===== config.mk =====
export PLATFORM = sky130hd
export DESIGN_NAME = div_sequencer
export DESIGN_NICKNAME = d
export VERILOG_FILES = /design/src/rtl/div_sequencer_pkg.sv /design/src/rtl/div_operand_prep.sv /design/src/rtl/div_sequencer.sv
export SDC_FILE = /design/constraint.sdc
export NUM_CORES = 1
export LEC_CHECK = 0
export CORE_AREA = 10 10 209 211
export DETAILED_ROUTE_END_ITERATION = 8
export DIE_AREA = 0 0 219 221
export HOLD_SLACK_MARGIN = 0.05
export PLACE_DENSITY = 0.65
export SLEW_MARGIN = 20
export SYNTH_ARGS = -nofsm -noshare
export SYNTH_HDL_FRONTEND = slang
export SYNTH_SLANG_ARGS = --single-unit

===== constraint.sdc =====
create_clock -name clk -period 7.56 [get_ports clk]
set_clock_uncertainty 0.15 [all_clocks]
set_input_delay 0.756 -clock clk [delete_from_list [all_inputs] [get_ports clk]]
set_output_delay 0.756 -clock clk [all_outputs]
set_load 0.03 [all_outputs]

===== src/rtl/div_sequencer_pkg.sv =====
// Shared definitions for the RV32M divide sequencer: ALUOp codes for the divide ops,
// controller state encoding and small op-decode helpers.
package div_sequencer_pkg;

    // Mirror of the CPU ALUOp encodings for the four RV32M divide operations.
    localparam logic [4:0] ALU_DIV  = 5'd12;
    localparam logic [4:0] ALU_DIVU = 5'd13;
    localparam logic [4:0] ALU_REM  = 5'd14;
    localparam logic [4:0] ALU_REMU = 5'd15;

    typedef enum logic [1:0] {
        ST_IDLE = 2'd0,
        ST_RUN  = 2'd1,
        ST_RESP = 2'd2
    } div_state_e;

    function automatic logic is_div_op(input logic [4:0] op);
        return (op == ALU_DIV) || (op == ALU_DIVU) || (op == ALU_REM) || (op == ALU_REMU);
    endfunction

    function automatic logic is_signed_op(input logic [4:0] op);
        return (op == ALU_DIV) || (op == ALU_REM);
    endfunction

    function automatic logic is_rem_op(input logic [4:0] op);
        return (op == ALU_REM) || (op == ALU_REMU);
    endfunction

endpackage


===== src/rtl/div_operand_prep.sv =====
// Combinational operand conditioning: unsigned magnitudes for the core, result sign
// flags and detection of the RISC-V divide-by-zero / signed-overflow special cases.
module div_operand_prep #(
    parameter int XLEN = 32
) (
    input  logic [XLEN-1:0] a,
    input  logic [XLEN-1:0] b,
    input  logic            is_signed,
    output logic [XLEN-1:0] mag_a,
    output logic [XLEN-1:0] mag_b,
    output logic            neg_q,
    output logic            neg_r,
    output logic            div_by_zero,
    output logic            overflow
);

    localparam logic [XLEN-1:0] ZERO     = {XLEN{1'b0}};
    localparam logic [XLEN-1:0] ALL_ONES = {XLEN{1'b1}};
    localparam logic [XLEN-1:0] MIN_INT  = {1'b1, {(XLEN-1){1'b0}}};

    logic a_neg_s;
    logic b_neg_s;

    // Magnitudes, sign fix-up flags and special-case detection.
    always_comb begin
        a_neg_s = is_signed & a[XLEN-1];
        b_neg_s = is_signed & b[XLEN-1];
        if (a_neg_s) begin
            mag_a = ZERO - a;
        end else begin
            mag_a = a;
        end
        if (b_neg_s) begin
            mag_b = ZERO - b;
        end else begin
            mag_b = b;
        end
        neg_q       = is_signed & (a[XLEN-1] ^ b[XLEN-1]);
        neg_r       = a_neg_s;
        div_by_zero = (b == ZERO);
        overflow    = is_signed & (a == MIN_INT) & (b == ALL_ONES);
    end

endmodule


===== src/rtl/div_sequencer.sv =====
// Sequencer between EX and an external iterative unsigned divider: resolves special
// cases and cache hits directly, otherwise runs the core and sign-corrects its result.
module div_sequencer
    import div_sequencer_pkg::*;
#(
    parameter int XLEN     = 32,
    parameter int TIMEOUT  = 40,
    parameter int CACHE_EN = 1
) (
    input  logic            clk,
    input  logic            reset,
    input  logic            ex_valid,
    input  logic [4:0]      ex_op,
    input  logic [XLEN-1:0] ex_a,
    input  logic [XLEN-1:0] ex_b,
    input  logic [4:0]      ex_rd,
    input  logic            flush,
    output logic            stall,
    output logic            wb_valid,
    output logic [4:0]      wb_rd,
    output logic [XLEN-1:0] wb_data,
    output logic            wb_err,
    output logic            core_start,
    output logic            core_abort,
    output logic [XLEN-1:0] core_a,
    output logic [XLEN-1:0] core_b,
    input  logic            core_done,
    input  logic [XLEN-1:0] core_quo,
    input  logic [XLEN-1:0] core_rem
);

    localparam int CW = $clog2(TIMEOUT + 1);
    localparam logic [XLEN-1:0] ZERO     = {XLEN{1'b0}};
    localparam logic [XLEN-1:0] ALL_ONES = {XLEN{1'b1}};
    localparam logic [XLEN-1:0] MIN_INT  = {1'b1, {(XLEN-1){1'b0}}};

    div_state_e state_r;
    div_state_e state_nx_s;

    logic            req_s;
    logic            ex_signed_s;
    logic            ex_rem_s;
    logic [XLEN-1:0] mag_a_s;
    logic [XLEN-1:0] mag_b_s;
    logic            neg_q_s;
    logic            neg_r_s;
    logic            dbz_s;
    logic            ovf_s;
    logic            cache_hit_s;
    logic            fast_s;
    logic [XLEN-1:0] fast_q_s;
    logic [XLEN-1:0] fast_r_s;
    logic            timeout_s;
    logic [XLEN-1:0] quo_fix_s;
    logic [XLEN-1:0] rem_fix_s;
    logic            stall_s;
    logic            abort_s;

    logic [4:0]      rd_r;
    logic            rem_op_r;
    logic            sgn_r;
    logic            neg_q_r;
    logic            neg_r_r;
    logic [XLEN-1:0] a_r;
    logic [XLEN-1:0] b_r;
    logic [XLEN-1:0] result_r;
    logic            err_r;
    logic [CW-1:0]   cnt_r;
    logic            core_start_r;
    logic [XLEN-1:0] core_a_r;
    logic [XLEN-1:0] core_b_r;

    logic            cache_vld_r;
    logic            cache_sgn_r;
    logic [XLEN-1:0] cache_a_r;
    logic [XLEN-1:0] cache_b_r;
    logic [XLEN-1:0] cache_q_r;
    logic [XLEN-1:0] cache_rem_r;

    div_operand_prep #(.XLEN(XLEN)) u_prep (
        .a           (ex_a),
        .b           (ex_b),
        .is_signed   (ex_signed_s),
        .mag_a       (mag_a_s),
        .mag_b       (mag_b_s),
        .neg_q       (neg_q_s),
        .neg_r       (neg_r_s),
        .div_by_zero (dbz_s),
        .overflow    (ovf_s)
    );

    // Request decode, fast-path selection and core result sign fix-up.
    always_comb begin
        req_s       = ex_valid & is_div_op(ex_op) & ~flush;
        ex_signed_s = is_signed_op(ex_op);
        ex_rem_s    = is_rem_op(ex_op);
        cache_hit_s = (CACHE_EN != 0) & cache_vld_r & (ex_a == cache_a_r)
                    & (ex_b == cache_b_r) & (ex_signed_s == cache_sgn_r);
        fast_s      = dbz_s | ovf_s | cache_hit_s;
        // Divide-by-zero outranks overflow; neither ever reaches the cache.
        if (dbz_s) begin
            fast_q_s = ALL_ONES;
            fast_r_s = ex_a;
        end else if (ovf_s) begin
            fast_q_s = MIN_INT;
            fast_r_s = ZERO;
        end else begin
            fast_q_s = cache_q_r;
            fast_r_s = cache_rem_r;
        end
        if (neg_q_r) begin
            quo_fix_s = ZERO - core_quo;
        end else begin
            quo_fix_s = core_quo;
        end
        if (neg_r_r) begin
            rem_fix_s = ZERO - core_rem;
        end else begin
            rem_fix_s = core_rem;
        end
        timeout_s = (cnt_r == CW'(TIMEOUT - 1));
    end

    // Next state, pipeline stall and core abort; flush outranks done, done outranks timeout.
    always_comb begin
        state_nx_s = state_r;
        stall_s    = 1'b0;
        abort_s    = 1'b0;
        case (state_r)
            ST_IDLE: begin
                if (req_s) begin
                    stall_s = 1'b1;
                    if (fast_s) begin
                        state_nx_s = ST_RESP;
                    end else begin
                        state_nx_s = ST_RUN;
                    end
                end else begin
                    state_nx_s = ST_IDLE;
                end
            end
            ST_RUN: begin
                stall_s = 1'b1;
                if (flush) begin
                    abort_s    = 1'b1;
                    state_nx_s = ST_IDLE;
                end else if (core_done) begin
                    state_nx_s = ST_RESP;
                end else if (timeout_s) begin
                    abort_s    = 1'b1;
                    state_nx_s = ST_RESP;
                end else begin
                    state_nx_s = ST_RUN;
                end
            end
            ST_RESP: begin
                state_nx_s = ST_IDLE;
            end
            default: begin
                state_nx_s = ST_IDLE;
            end
        endcase
    end

    // State register.
    always_ff @(posedge clk) begin
        if (reset) begin
            state_r <= ST_IDLE;
        end else begin
            state_r <= state_nx_s;
        end
    end

    // Operation latch, core interface, result and cache registers.
    always_ff @(posedge clk) begin
        if (reset) begin
            rd_r         <= 5'd0;
            rem_op_r     <= 1'b0;
            sgn_r        <= 1'b0;
            neg_q_r      <= 1'b0;
            neg_r_r      <= 1'b0;
            a_r          <= ZERO;
            b_r          <= ZERO;
            result_r     <= ZERO;
            err_r        <= 1'b0;
            cnt_r        <= {CW{1'b0}};
            core_start_r <= 1'b0;
            core_a_r     <= ZERO;
            core_b_r     <= ZERO;
            cache_vld_r  <= 1'b0;
            cache_sgn_r  <= 1'b0;
            cache_a_r    <= ZERO;
            cache_b_r    <= ZERO;
            cache_q_r    <= ZERO;
            cache_rem_r  <= ZERO;
        end else begin
            core_start_r <= 1'b0;
            case (state_r)
                ST_IDLE: begin
                    if (req_s) begin
                        rd_r     <= ex_rd;
                        rem_op_r <= ex_rem_s;
                        sgn_r    <= ex_signed_s;
                        neg_q_r  <= neg_q_s;
                        neg_r_r  <= neg_r_s;
                        a_r      <= ex_a;
                        b_r      <= ex_b;
                        err_r    <= 1'b0;
                        cnt_r    <= {CW{1'b0}};
                        if (fast_s) begin
                            result_r <= ex_rem_s ? fast_r_s : fast_q_s;
                        end else begin
                            core_a_r     <= mag_a_s;
                            core_b_r     <= mag_b_s;
                            core_start_r <= 1'b1;
                        end
                    end
                end
                ST_RUN: begin
                    cnt_r <= cnt_r + CW'(1);
                    if (flush) begin
                        cache_vld_r <= 1'b0;
                    end else if (core_done) begin
                        result_r    <= rem_op_r ? rem_fix_s : quo_fix_s;
                        cache_vld_r <= (CACHE_EN != 0);
                        cache_sgn_r <= sgn_r;
                        cache_a_r   <= a_r;
                        cache_b_r   <= b_r;
                        cache_q_r   <= quo_fix_s;
                        cache_rem_r <= rem_fix_s;
                    end else if (timeout_s) begin
                        result_r <= ZERO;
                        err_r    <= 1'b1;
                    end
                end
                default: begin
                end
            endcase
        end
    end

    assign stall      = stall_s;
    assign core_abort = abort_s;
    assign core_start = core_start_r;
    assign core_a     = core_a_r;
    assign core_b     = core_b_r;
    assign wb_valid   = (state_r == ST_RESP) & ~flush;
    assign wb_rd      = (state_r == ST_RESP) ? rd_r : 5'd0;
    assign wb_data    = (state_r == ST_RESP) ? result_r : ZERO;
    assign wb_err     = (state_r == ST_RESP) & err_r;

endmodule


# == Word level (Yosys, flattened, before mapping) ==
# Index checks and enable logic that the tools add are counted.
# totals
register_bits,309
inputBits,143
output_inout_bits,106
word_cells,119
# op_classes
n_addsub,5
n_eq_ne,18
mux,40
bitwise,19
n_reduce_logical,17
# ops
cell,n
2-to-1 mux 32 bit,16
subtractor 1 x 32 -> 32 bit (first input constant),4
== test 32 bit,2
== test 32 bit (second input constant),2
one-hot mux 32 bit (2 select lines),1
zero test 32 bit,1
== test 5 x 4 -> 1 bit (second input constant),4
bitwise AND 1 bit,12
2-to-1 mux 1 bit,12
one-hot mux 6 bit (2 select lines),1
2-to-1 mux 2 bit,5
!= test 2 bit (second input constant),5
AND reduction 5 bit,2
adder 6 x 1 -> 6 bit (second input constant),1
== test 6 bit (second input constant),1
2-to-1 mux 6 bit,1
AND reduction 2 bit,3
AND reduction 3 bit,2
logical OR 1 bit,5
2-to-1 mux 5 bit,1
NOT 1 bit,4
one-hot mux 1 bit (2 select lines),2
one-hot mux 2 bit (2 select lines),1
nonzero test 2 bit,2
other kinds (8),9

# == Longest topological paths before layout ==
# depth
ltp_word,10
mapped_depth,12
depth_no_buf,9

# == Cells and area by module ==
# A second synthesis with hierarchy kept.
# unflattened
hier_cells,2016
area_unflattened_um2,16166.8
# modules_own_cells
module,n_inst,cells_each,area_each_um2,seq_area_each_um2
div_sequencer,1,1769,14530.2,6185.9
div_operand_prep,1,247,1636.6,0.0

# == Worst setup path after synthesis ==
# No wires, ideal clock.
# synth_timing
kind,input -> register
startpoint,input ex_a[26]
endpoint,register result_r[16]
setup_time_ns,0.119
arrival_time_ns,3.317
t_required_ns,7.291
slack_ns,3.974
stages,11
n_path_buf,4
cell_sequence,buf_2 > or4_4 > or3_4 > or2_1 > buf_6 > or4_4 > buf_6 > buf_8 > a31oi_1 > o22ai_1 > o221a_1
# synth_between
elab_chain_cells,9
elab_cells_between_ends,19
cone_classes,eq/ne (3); mux (8); bitwise (7); reduce/logical (1)
# synth_lines
element,line,rtl
"start, declared",div_sequencer.sv:14,"input logic [XLEN-1:0] ex_a,"
== test 32 bit,div_operand_prep.sv:41,overflow = is_signed & (a == MIN_INT) & (b == ALL_ONES);
bitwise AND 1 bit (2 in series),div_operand_prep.sv:41,
2-to-1 mux 32 bit,div_sequencer.sv:104,end else if (ovf_s) begin
2-to-1 mux 32 bit,div_sequencer.sv:101,if (dbz_s) begin
2-to-1 mux 32 bit,div_sequencer.sv:211,result_r <= ex_rem_s ? fast_r_s : fast_q_s;
2-to-1 mux 32 bit,div_sequencer.sv:210,if (fast_s) begin
2-to-1 mux 32 bit,div_sequencer.sv:200,if (req_s) begin
one-hot mux 32 bit (2 select lines),div_sequencer.sv:198,case (state_r)
"end signal, assigned",div_sequencer.sv:211,
"end signal, assigned",div_sequencer.sv:224,result_r <= rem_op_r ? rem_fix_s : quo_fix_s;
"end, declared",div_sequencer.sv:66,logic [XLEN-1:0] result_r;
# Several ways; a longest one is shown, not always the timed one. The select of a mux whose other input is x is not followed.
# A chain may end at the register's enable or synchronous reset.

# == Worst setup path after layout ==
# layout_timing
startpoint,input ex_b[2]
endpoint,register result_r[16]
# layout_between
elab_chain_cells,8
elab_cells_between_ends,18
cone_classes,eq/ne (3); mux (8); bitwise (5); reduce/logical (2)
# layout_lines
element,line,rtl
"start, declared",div_sequencer.sv:15,"input logic [XLEN-1:0] ex_b,"
== test 32 bit,div_operand_prep.sv:41,
bitwise AND 1 bit,div_operand_prep.sv:41,
2-to-1 mux 32 bit,div_sequencer.sv:104,
2-to-1 mux 32 bit,div_sequencer.sv:101,
2-to-1 mux 32 bit,div_sequencer.sv:211,
2-to-1 mux 32 bit,div_sequencer.sv:210,
2-to-1 mux 32 bit,div_sequencer.sv:200,
one-hot mux 32 bit (2 select lines),div_sequencer.sv:198,
# Several ways; a longest one is shown, not always the timed one. The select of a mux whose other input is x is not followed.

==> flow_summary.toml <==
[logic_synthesis]
netlist_instances = 2060
postSynthAreaPerCell_um2 = 7.98
yosysTopAreaCellShare = 0.376
yosysMostFrequentCell = "nand2_1"
synth_area_um2 = 16400
synth_nets = 2209
yosys.area.top_type = "dfxtp_1"
synth_edf_count = 0
synthArstFlopShare = 0
yosysSeqAreaShare = 0.376
yosys-top-cells-count = "nand2_1, dfxtp_1, nor2_1"
yosysWarnings = 0
synth_area_leaders = "dfxtp_1, nand2_1, a21oi_1, xnor2_1, xor2_1"
ys_ff_latch = 309
synth_cell_types = 69
ys.flop_type = "dfxtp_1"

[global_route]
antenna_found_initial = 3
use_met2 = 0.369
grt_use_total = 0.235
grt_pass1_wl_mm = 90.5
grt_pass1_vias = 15000
gr-max-usage-layer = "met2"
grt_use_met3 = 0.0469
grt_max_degree = 112
met1_usage = 0.315
grt_overflow = 0

[timing]
tns_ns = 0
rsz0062_at_grt = "false"
period_share = 0.596
slew_headroom = 0.248
layout_min_cycle_time_ns = 4.51
setup_slack_ns = 3.05
finalHoldViolations = 0
drv_slew = 0
worstMarginPinSlew_ns = 1.13
setup_viol = 0
max_freq_mhz = 222
hold_slack_ns = 0.287

[die]
dieArea_um2 = 48400
initial_core_util = 0.416
coreArea_um2 = 39500
rows = 73
die_h_um = 221
die_x_um = 219
pin_count = 249

[drt]
ant_nets = 0
viasPerCell = 5.85
drt-pass1-iter-count = 7
vias = 16000
finalWirelength_mm = 59.6
initialDrtViolationCount = 1598
wl_per_cell_um = 21.8
drc = 0

[job]
cap_violations = 0

[final_layout]
stdcell_count = 2731
design_area_um2 = 20200
n_fill_cell = 3758
fin_nets = 2330
utilization = 0.512
layout-drive-gt1-share = 0.0662
flow.area_growth_from_synthesis_pct = 23.0

[clock_tree]
h-tree-depth = 2
cts_hold_buf = 0
cts-root-buf = "clkbuf_16"
clk_latency_ns = 0.54
clk_pin_slew_ns = 0.06
clockBufferDepth = 3
numCtsBuffers = 35
post_cts_buffers = 0
cts_tree = "built"
cts_resized = 0
cts.sinks = 309

[placement]
dpl.cell_count = 2668
postPlaceCellArea_um2 = 19000
place_hpwl_mm = 42.0
place_ws_ns = 2.61
port_buffers = 248
place_congestion = 0.905

[worst_setup_path]
path_buf_inv = 2
worstPathRequired_ns = 7.89
path_delay_family = "simple AND/OR/NAND/NOR gates"
endpoint_kind = "register"
critPathKind = "input pin to register"
critPathMaxStageDelay_ns = 0.71
start_kind = "input pin"
path_cells = "clkdlybuf4s50_1 > or4_1 > nor4b_4 > and4_1 > buf_4 > a21oi_1 > o21ai_1 > o21a_1 > o221a_1"
crit_slowest_cell = "or4_1"
cp_max_fo = 33
arrival_ns = 4.84

[power_and_ir_drop]
p_int_mw = 2.84
finalPower_mw = 3.79
ir_worst_vdd_uv = 131
switching_power_mw = 0.948
p_sw_frac = 0.250
p_per_area_nw_per_um2 = 188
seqPwrFrac = 0.436
clkPwrFrac = 0.463
p_comb_frac = 0.101
power.leakage_nw = 6.30

[min_path]
hold_path_class = "register to register"

[run_status]
outcome = "finished, final reports clean"
==> final timing paths <==
kind,start,end,slack [ns],cells past startpoint
setup / recovery,ex_b[2],result_r[16]$_SDFFE_PP0P_,3.05,9
hold / removal,a_r[8]$_SDFFE_PP0P_,cache_a_r[8]$_SDFFE_PP0P_,0.29,2
hold reg to reg,a_r[8]$_SDFFE_PP0P_,cache_a_r[8]$_SDFFE_PP0P_,0.29,2
setup reg to reg,state_r[0]$_SDFF_PP0_,cache_q_r[17]$_SDFFE_PP0P_,3.90,7
==> kinds of logic (layout without fill, tap and decap cells) <==
logic type      after synthesis  count (layout)  synth area share
other cells                   0               1                 0
xor+xnor                    179             179            0.0954
mux                          26              26            0.0161
simple gates                762             762             0.212
fa+ha+maj                     6               6           0.00457
compound gates              560             560             0.240
buf+inv                     218             363            0.0552
flops                       309             309             0.376
==> layout by cell type (no fill, tap or decap), types with 16 or more instances in the layout <==
cell type        count
nor3_1              19
a21oi_1            186
clkdlybuf4s50_1    247
mux2i_1             22
a211oi_2            36
nand2_1            343
o41ai_1             23
inv_1               26
and2_1              40
nor2_1             193
or3_1               16
o31ai_1             45
or4_1               19
a31oi_1             31
nor4_1              26
a211oi_1            85
o21ai_0             39
clkbuf_16           36
nand4_1             39
xor2_1              87
xnor2_1             92
a221oi_1            29
dfxtp_1            309
buf_4               25
==> per-layer routing <==
metal,vias to the layer above,wire length (um)
li1,7557,-
met5,-,12
met4,2,1840
met2,662,27500
met1,7643,25100
met3,105,5220
==> power by group through the flow <==
stage	Clock [mW]	Combinational, mW	Sequential, mW
global placement	0	0.372	1.69
CTS	1.78	0.376	1.65
floorplan	0	0.179	1.70
detailed placement	0	0.375	1.69
global route	1.84	0.405	1.65
finish	1.76	0.382	1.65
==> cell type report <==
type                            count  area [um2]  share of cell area
Multi-Input combinational cell   1533        9380               0.464
Timing Repair Buffer              275        2710               0.134
Inverter                           27         101             0.00502
Antenna cell                        1        2.50            0.000124
Tap cell                          525         657              0.0325
Clock buffer                       51        1030              0.0508
Sequential cell                   309        6190               0.306
Clock inverter                     10         146             0.00725
==> tightest hold or removal path: stages, from the launching register on <==
cell and delay, ns:
dfxtp_1 0.31, nand2_1 0.05, a21oi_1 0.05
==> sequential cells by signal, summed over array words and instances (netlist names), 2 cells and up <==
register     flops
b_r             32
cache_a_r       32
cache_rem_r     32
cache_q_r       32
cnt_r            6
rd_r             5
core_a          32
a_r             32
state_r          2
result_r        32
core_b          32
cache_b_r       32
Note: power is estimated with default switching activity, not from simulation.
